**config.mk**
```make
export PLATFORM = sky130hd
export DESIGN_NAME = jtag_master
export DESIGN_NICKNAME = d
export VERILOG_FILES = /design/src/rtl/jtag_master.sv
export SDC_FILE = /design/constraint.sdc
export NUM_CORES = 1
export LEC_CHECK = 0
export ABC_CLOCK_PERIOD_IN_PS = 11800
export CORE_MARGIN = 2
export CORE_UTILIZATION = 35
export CTS_CLUSTER_SIZE = 16
export DETAILED_ROUTE_END_ITERATION = 8
export GPL_ROUTABILITY_DRIVEN = 0
export PLACE_DENSITY = 0.58
export RECOVER_POWER = 25
export SYNTH_ARGS = -nofsm -noshare
export SYNTH_HDL_FRONTEND = slang
export SYNTH_SLANG_ARGS = --single-unit
```
**constraint.sdc**
```tcl
create_clock -name TCK -period 11.8 [get_ports TCK]
set_input_delay 2.36 -clock TCK [delete_from_list [all_inputs] [get_ports TCK]]
set_output_delay 2.36 -clock TCK [all_outputs]
set_load 0.005 [all_outputs]
```
**src/rtl/jtag_master.sv**
```systemverilog
// JTAG master: walks the target TAP through DR/IR scans or a TMS reset, shifting cmd_data out LSB first and capturing TDO.
// Latency: N+6 TCK (DR) / N+7 (IR) / 7 (TAP reset) from accept to cmd_ready; busy commands are ignored, not queued.
module jtag_master #(
    parameter int MAX_LEN = 32
) (
    input  logic               TCK,
    input  logic               rst,
    input  logic               cmd_valid,
    output logic               cmd_ready,
    input  logic [1:0]         cmd_op,
    input  logic [5:0]         cmd_len,
    input  logic [MAX_LEN-1:0] cmd_data,
    output logic               TMS,
    output logic               TDI,
    input  logic               TDO,
    output logic               rsp_valid,
    output logic [MAX_LEN-1:0] rsp_data
);

    localparam int CW = $clog2(MAX_LEN) + 1;
    localparam int IW = (MAX_LEN > 1) ? $clog2(MAX_LEN) : 1;
    localparam logic [CW-1:0] RST_LAST = CW'(6);
    localparam logic [CW-1:0] FULL_LEN = CW'(MAX_LEN);

    typedef enum logic [2:0] {
        RST_SEQ, IDLE, SEL_DR, SEL_IR, CAPTURE, SHIFT, EXIT1, UPDATE
    } state_t;

    state_t             state, state_d;
    logic [CW-1:0]      cnt, cnt_d;
    logic [CW-1:0]      len_q, len_eff;
    logic               ir_q;
    logic [MAX_LEN-1:0] data_q, cap_q;
    logic               tms_d, tdi_d, ready_d, vld_d, accept, shift_en;

    always_comb begin
        len_eff = CW'(cmd_len);
        if (cmd_len == 6'd0 || cmd_len > 6'(MAX_LEN))
            len_eff = FULL_LEN;
    end

    // State names label the TMS value currently on the wire; outputs are
    // decoded from the next state so they register alongside it.
    always_comb begin
        state_d  = state;
        cnt_d    = cnt;
        accept   = 1'b0;
        shift_en = 1'b0;
        tms_d    = 1'b0;
        tdi_d    = 1'b0;
        ready_d  = 1'b0;
        vld_d    = 1'b0;
        case (state)
            RST_SEQ: begin
                if (cnt == RST_LAST) begin
                    state_d = IDLE;
                    cnt_d   = '0;
                end else begin
                    cnt_d = cnt + 1'b1;
                end
            end
            IDLE: begin
                if (cmd_valid) begin
                    accept = 1'b1;
                    if (cmd_op[1]) begin
                        state_d = RST_SEQ;
                        cnt_d   = CW'(1);
                    end else begin
                        state_d = SEL_DR;
                    end
                end
            end
            SEL_DR:  state_d = ir_q ? SEL_IR : CAPTURE;
            SEL_IR:  state_d = CAPTURE;
            CAPTURE: begin
                state_d = SHIFT;
                cnt_d   = '0;
            end
            // cnt 0 is the entry cycle; cnt k carries data bit k-1.
            SHIFT: begin
                if (cnt == len_q) begin
                    state_d = EXIT1;
                    cnt_d   = '0;
                end else begin
                    cnt_d    = cnt + 1'b1;
                    shift_en = 1'b1;
                end
            end
            EXIT1:   state_d = UPDATE;
            UPDATE:  state_d = IDLE;
            default: state_d = RST_SEQ;
        endcase

        case (state_d)
            RST_SEQ:              tms_d = (cnt_d != RST_LAST);
            IDLE:                 ready_d = 1'b1;
            SEL_DR, SEL_IR, EXIT1: tms_d = 1'b1;
            SHIFT: begin
                tms_d = (cnt_d == len_q);
                tdi_d = shift_en & data_q[0];
            end
            UPDATE:               vld_d = 1'b1;
            default: ;
        endcase
    end

    always_ff @(posedge TCK or posedge rst) begin
        if (rst) begin
            state     <= RST_SEQ;
            cnt       <= '0;
            TMS       <= 1'b1;
            TDI       <= 1'b0;
            cmd_ready <= 1'b0;
            rsp_valid <= 1'b0;
        end else begin
            state     <= state_d;
            cnt       <= cnt_d;
            TMS       <= tms_d;
            TDI       <= tdi_d;
            cmd_ready <= ready_d;
            rsp_valid <= vld_d;
        end
    end

    always_ff @(posedge TCK or posedge rst) begin
        if (rst) begin
            len_q    <= '0;
            ir_q     <= 1'b0;
            data_q   <= '0;
            cap_q    <= '0;
            rsp_data <= '0;
        end else begin
            if (accept) begin
                len_q  <= len_eff;
                ir_q   <= (cmd_op == 2'd1);
                data_q <= cmd_data;
                cap_q  <= '0;
            end else if (shift_en) begin
                data_q <= data_q >> 1;
            end
            if (state == SHIFT && cnt != '0)
                cap_q[IW'(cnt - 1'b1)] <= TDO;
            if (vld_d)
                rsp_data <= cap_q;
        end
    end

endmodule

```
==> impl_metrics.ini <==
[floorplanning]
die_x_um = 130
die_height_um = 130
start_util = 0.354
row_count = 46
io_pins = 80
dieArea_um2 = 16900
fp.coreArea_um2 = 15700

[worst_setup_path]
critical_path_class = primary input to flop
path_cells = dlygate4sd3_1 > nand2_4 > o22ai_2 > or4_1 > o21ai_1 > nand3_1
crit_path_max_incr_delay_ns = 0.81
worst-path-buf-inv = 1
crit_arrival_ns = 4.77
worstSetupStartpointType = primary input
required_ns = 12.14
crit_fanout = 111
slowest_stage = nand2_4
critPathTopFamily = simple AND/OR/NAND/NOR gates
crit_path_end_kind = flop

[route]
wl_per_cell_um = 15.3
antenna_left = 0
via_per_inst = 5.15
finalWirelength_mm = 12.4
dr_total_vias = 4172
drt_pass1_iterations = 4
drtIter0Drc = 263
drc = 0

[timing]
period_minus_slack_ns = 4.44
rsz0062_at_grt = no
final_max_slew_viol_count = 34
setup_tns_ns = 0
fmax_ghz = 0.225
finalHoldViolations = 0
post-route-period-util = 0.376
slew-limit-headroom = -1.18
finalSetupViolCount = 0
tightestPinTransition_ns = 3.26
skew_ns = 0.00434

[pwr]
p_clk_frac = 0.250
p_int_mw = 1.23
max-vdd-ir-drop_v = 0.000129
p_leak_nw = 3.00
seq_power_share = 0.346
sw_frac_of_total = 0.365
combPwrFrac = 0.404
powerDensity_nw_per_um2 = 274
power.switching_mw = 0.705

[synthesis]
mappedNetlistNets = 568
yosysUniqueCellTypes = 57
synth_edf_count = 0
ys_seq_elements = 116
async_flop_share = 1.00
seq_area_frac_synth = 0.522
syn_inst = 520
synth.avg_cell_area_um2 = 10.7
synth_flop_cell = dfrtp_1
synth_area_um2 = 5570
yosysWarnings = 0

[finish]
finalCoreUtilization = 0.448
drive_gt1_frac = 0.128
area_delta_synth_final_pct = 26.4
diodes = 0
seq_area_um2 = 2900
final_common_cell = dfrtp_1
multiInputGateArea_um2 = 2450
design.final.nets = 629
final_cell_mix = dfrtp_1 (115), clkdlybuf4s50_1 (48), nor2_1 (43)
nFillCells = 1485

[run]
maxCapViolCount = 1

[global_routing]
antenna_found_initial = 0
grt_pass1_wl_mm = 20.3
grt_max_degree = 112
grt_pass1_vias = 4030
grt.overflow.total = 0
grt_usage = 0.154

[hold_path]
hold_path.class = flop to flop

[clock_tree]
cts_hold_buf = 0
path_clk_slew_ns = 0.06
clk_latency_ns = 0.41
cts_resized = 0
htree_levels = 4
cts_tree = built
cts_buffers = 17
cts_num_sinks = 116
cts_setup_buffers = 0
cts_max_path_buffers = 2
ctsRootBufferMaster = clkbuf_16

[placement]
dpl.hpwl_mm = 8.23
io_buffer_count = 79

[status]
failed_checks = capacitance limit, slew limit
status = complete, but fails checks
-- flip-flops by register name, indices dropped and copies added (netlist names), 3 cells and up --
register	count
data_q	32
len_q	6
state	3
cnt	6
cap_q	32
rsp_data	32
-- power by group through the flow --
| stage | clock network [mW] | registers (mW) | logic, mW |
|---|---|---|---|
| 2_1_floorplan | 0 | 0.627 | 0.591 |
| 3_3_place_gp | 0 | 0.671 | 0.772 |
| 3_5_place_dp | 0 | 0.677 | 0.789 |
| 4_1_cts | 0.494 | 0.671 | 0.792 |
| 5_1_grt | 0.515 | 0.692 | 0.866 |
| 6_report | 0.483 | 0.668 | 0.779 |
-- Yosys cell counts, drive strengths merged, types with 4 or more instances --
cell / n / share of area
nand2b: 7 / 0.0079
ha: 4 / 0.0090
nand4: 5 / 0.0056
a31o: 4 / 0.0063
nor2: 44 / 0.030
inv: 11 / 0.0074
nor2b: 6 / 0.0067
buf: 13 / 0.014
dfrtp: 115 / 0.52
xnor2: 8 / 0.017
mux2i: 31 / 0.056
o211ai: 25 / 0.034
nand3: 23 / 0.021
o31ai: 30 / 0.041
nand2: 29 / 0.020
clkbuf: 26 / 0.018
nor3: 6 / 0.0054
o21ai: 24 / 0.022
mux2: 32 / 0.065
a21oi: 40 / 0.037
and2: 4 / 0.0045
-- per-layer routing --
layer	wire [um]	global-route usage	vias to the layer above
li1	-	-	2029
met1	5720	0.199	2030
met2	5920	0.244	101
met3	608	0.0496	12
met4	157	0.0550	0
met5	0	0	-
-- final timing paths --
kind	slack, ns	cells past startpoint	start	to
min in group asynchronous	2.69	2	rst	data_q[24]
worst min register to register	0.47	1	data_q[0]	TDI
worst max-delay path	7.36	6	cmd_valid	TMS
max in group asynchronous	7.46	3	rst	rsp_data[9]
worst max register to register	7.54	6	cnt[3]	data_q[2]
worst min-delay path	0.47	1	data_q[0]	TDI
-- logic make-up (layout without fill, tap and decap cells) --
| group | count (synthesis) | count (layout) | synth area share |
|---|---|---|---|
| AOI/OAI and AO/OA | 143 | 143 | 0.174 |
| xor gates and xnor gates | 9 | 9 | 0.0182 |
| adders and majority gates | 4 | 4 | 0.00899 |
| buffers and inverters | 50 | 124 | 0.0393 |
| DFF | 116 | 116 | 0.522 |
| muxes | 63 | 63 | 0.121 |
| and+or+nand+nor | 135 | 135 | 0.117 |
-- area by class of cell --
class,instances,area share
clock buffer,20,0.0649
clock inverter,12,0.0151
inverter,11,0.00605
multi-input combinational,354,0.348
sequential,116,0.413
tap,216,0.0384
timing repair buffer,81,0.115
-- stage by stage --
stage | cells | worst slack (ns) | area, um^2 | power [mW] | hold slack (ns)
global placement | 778 | 7.07 | 6480 | 1.44 | 0.470
global route | 810 | 7.07 | 7040 | 2.07 | 0.489
floorplan | 520 | 6.37 | 5570 | 1.22 | 0.453
CTS | 810 | 7.47 | 7040 | 1.96 | 0.478
finish | 810 | 7.36 | 7040 | 1.93 | 0.472
detailed placement | 778 | 7.02 | 6480 | 1.47 | 0.472
Power figures use the tool's default switching activity.
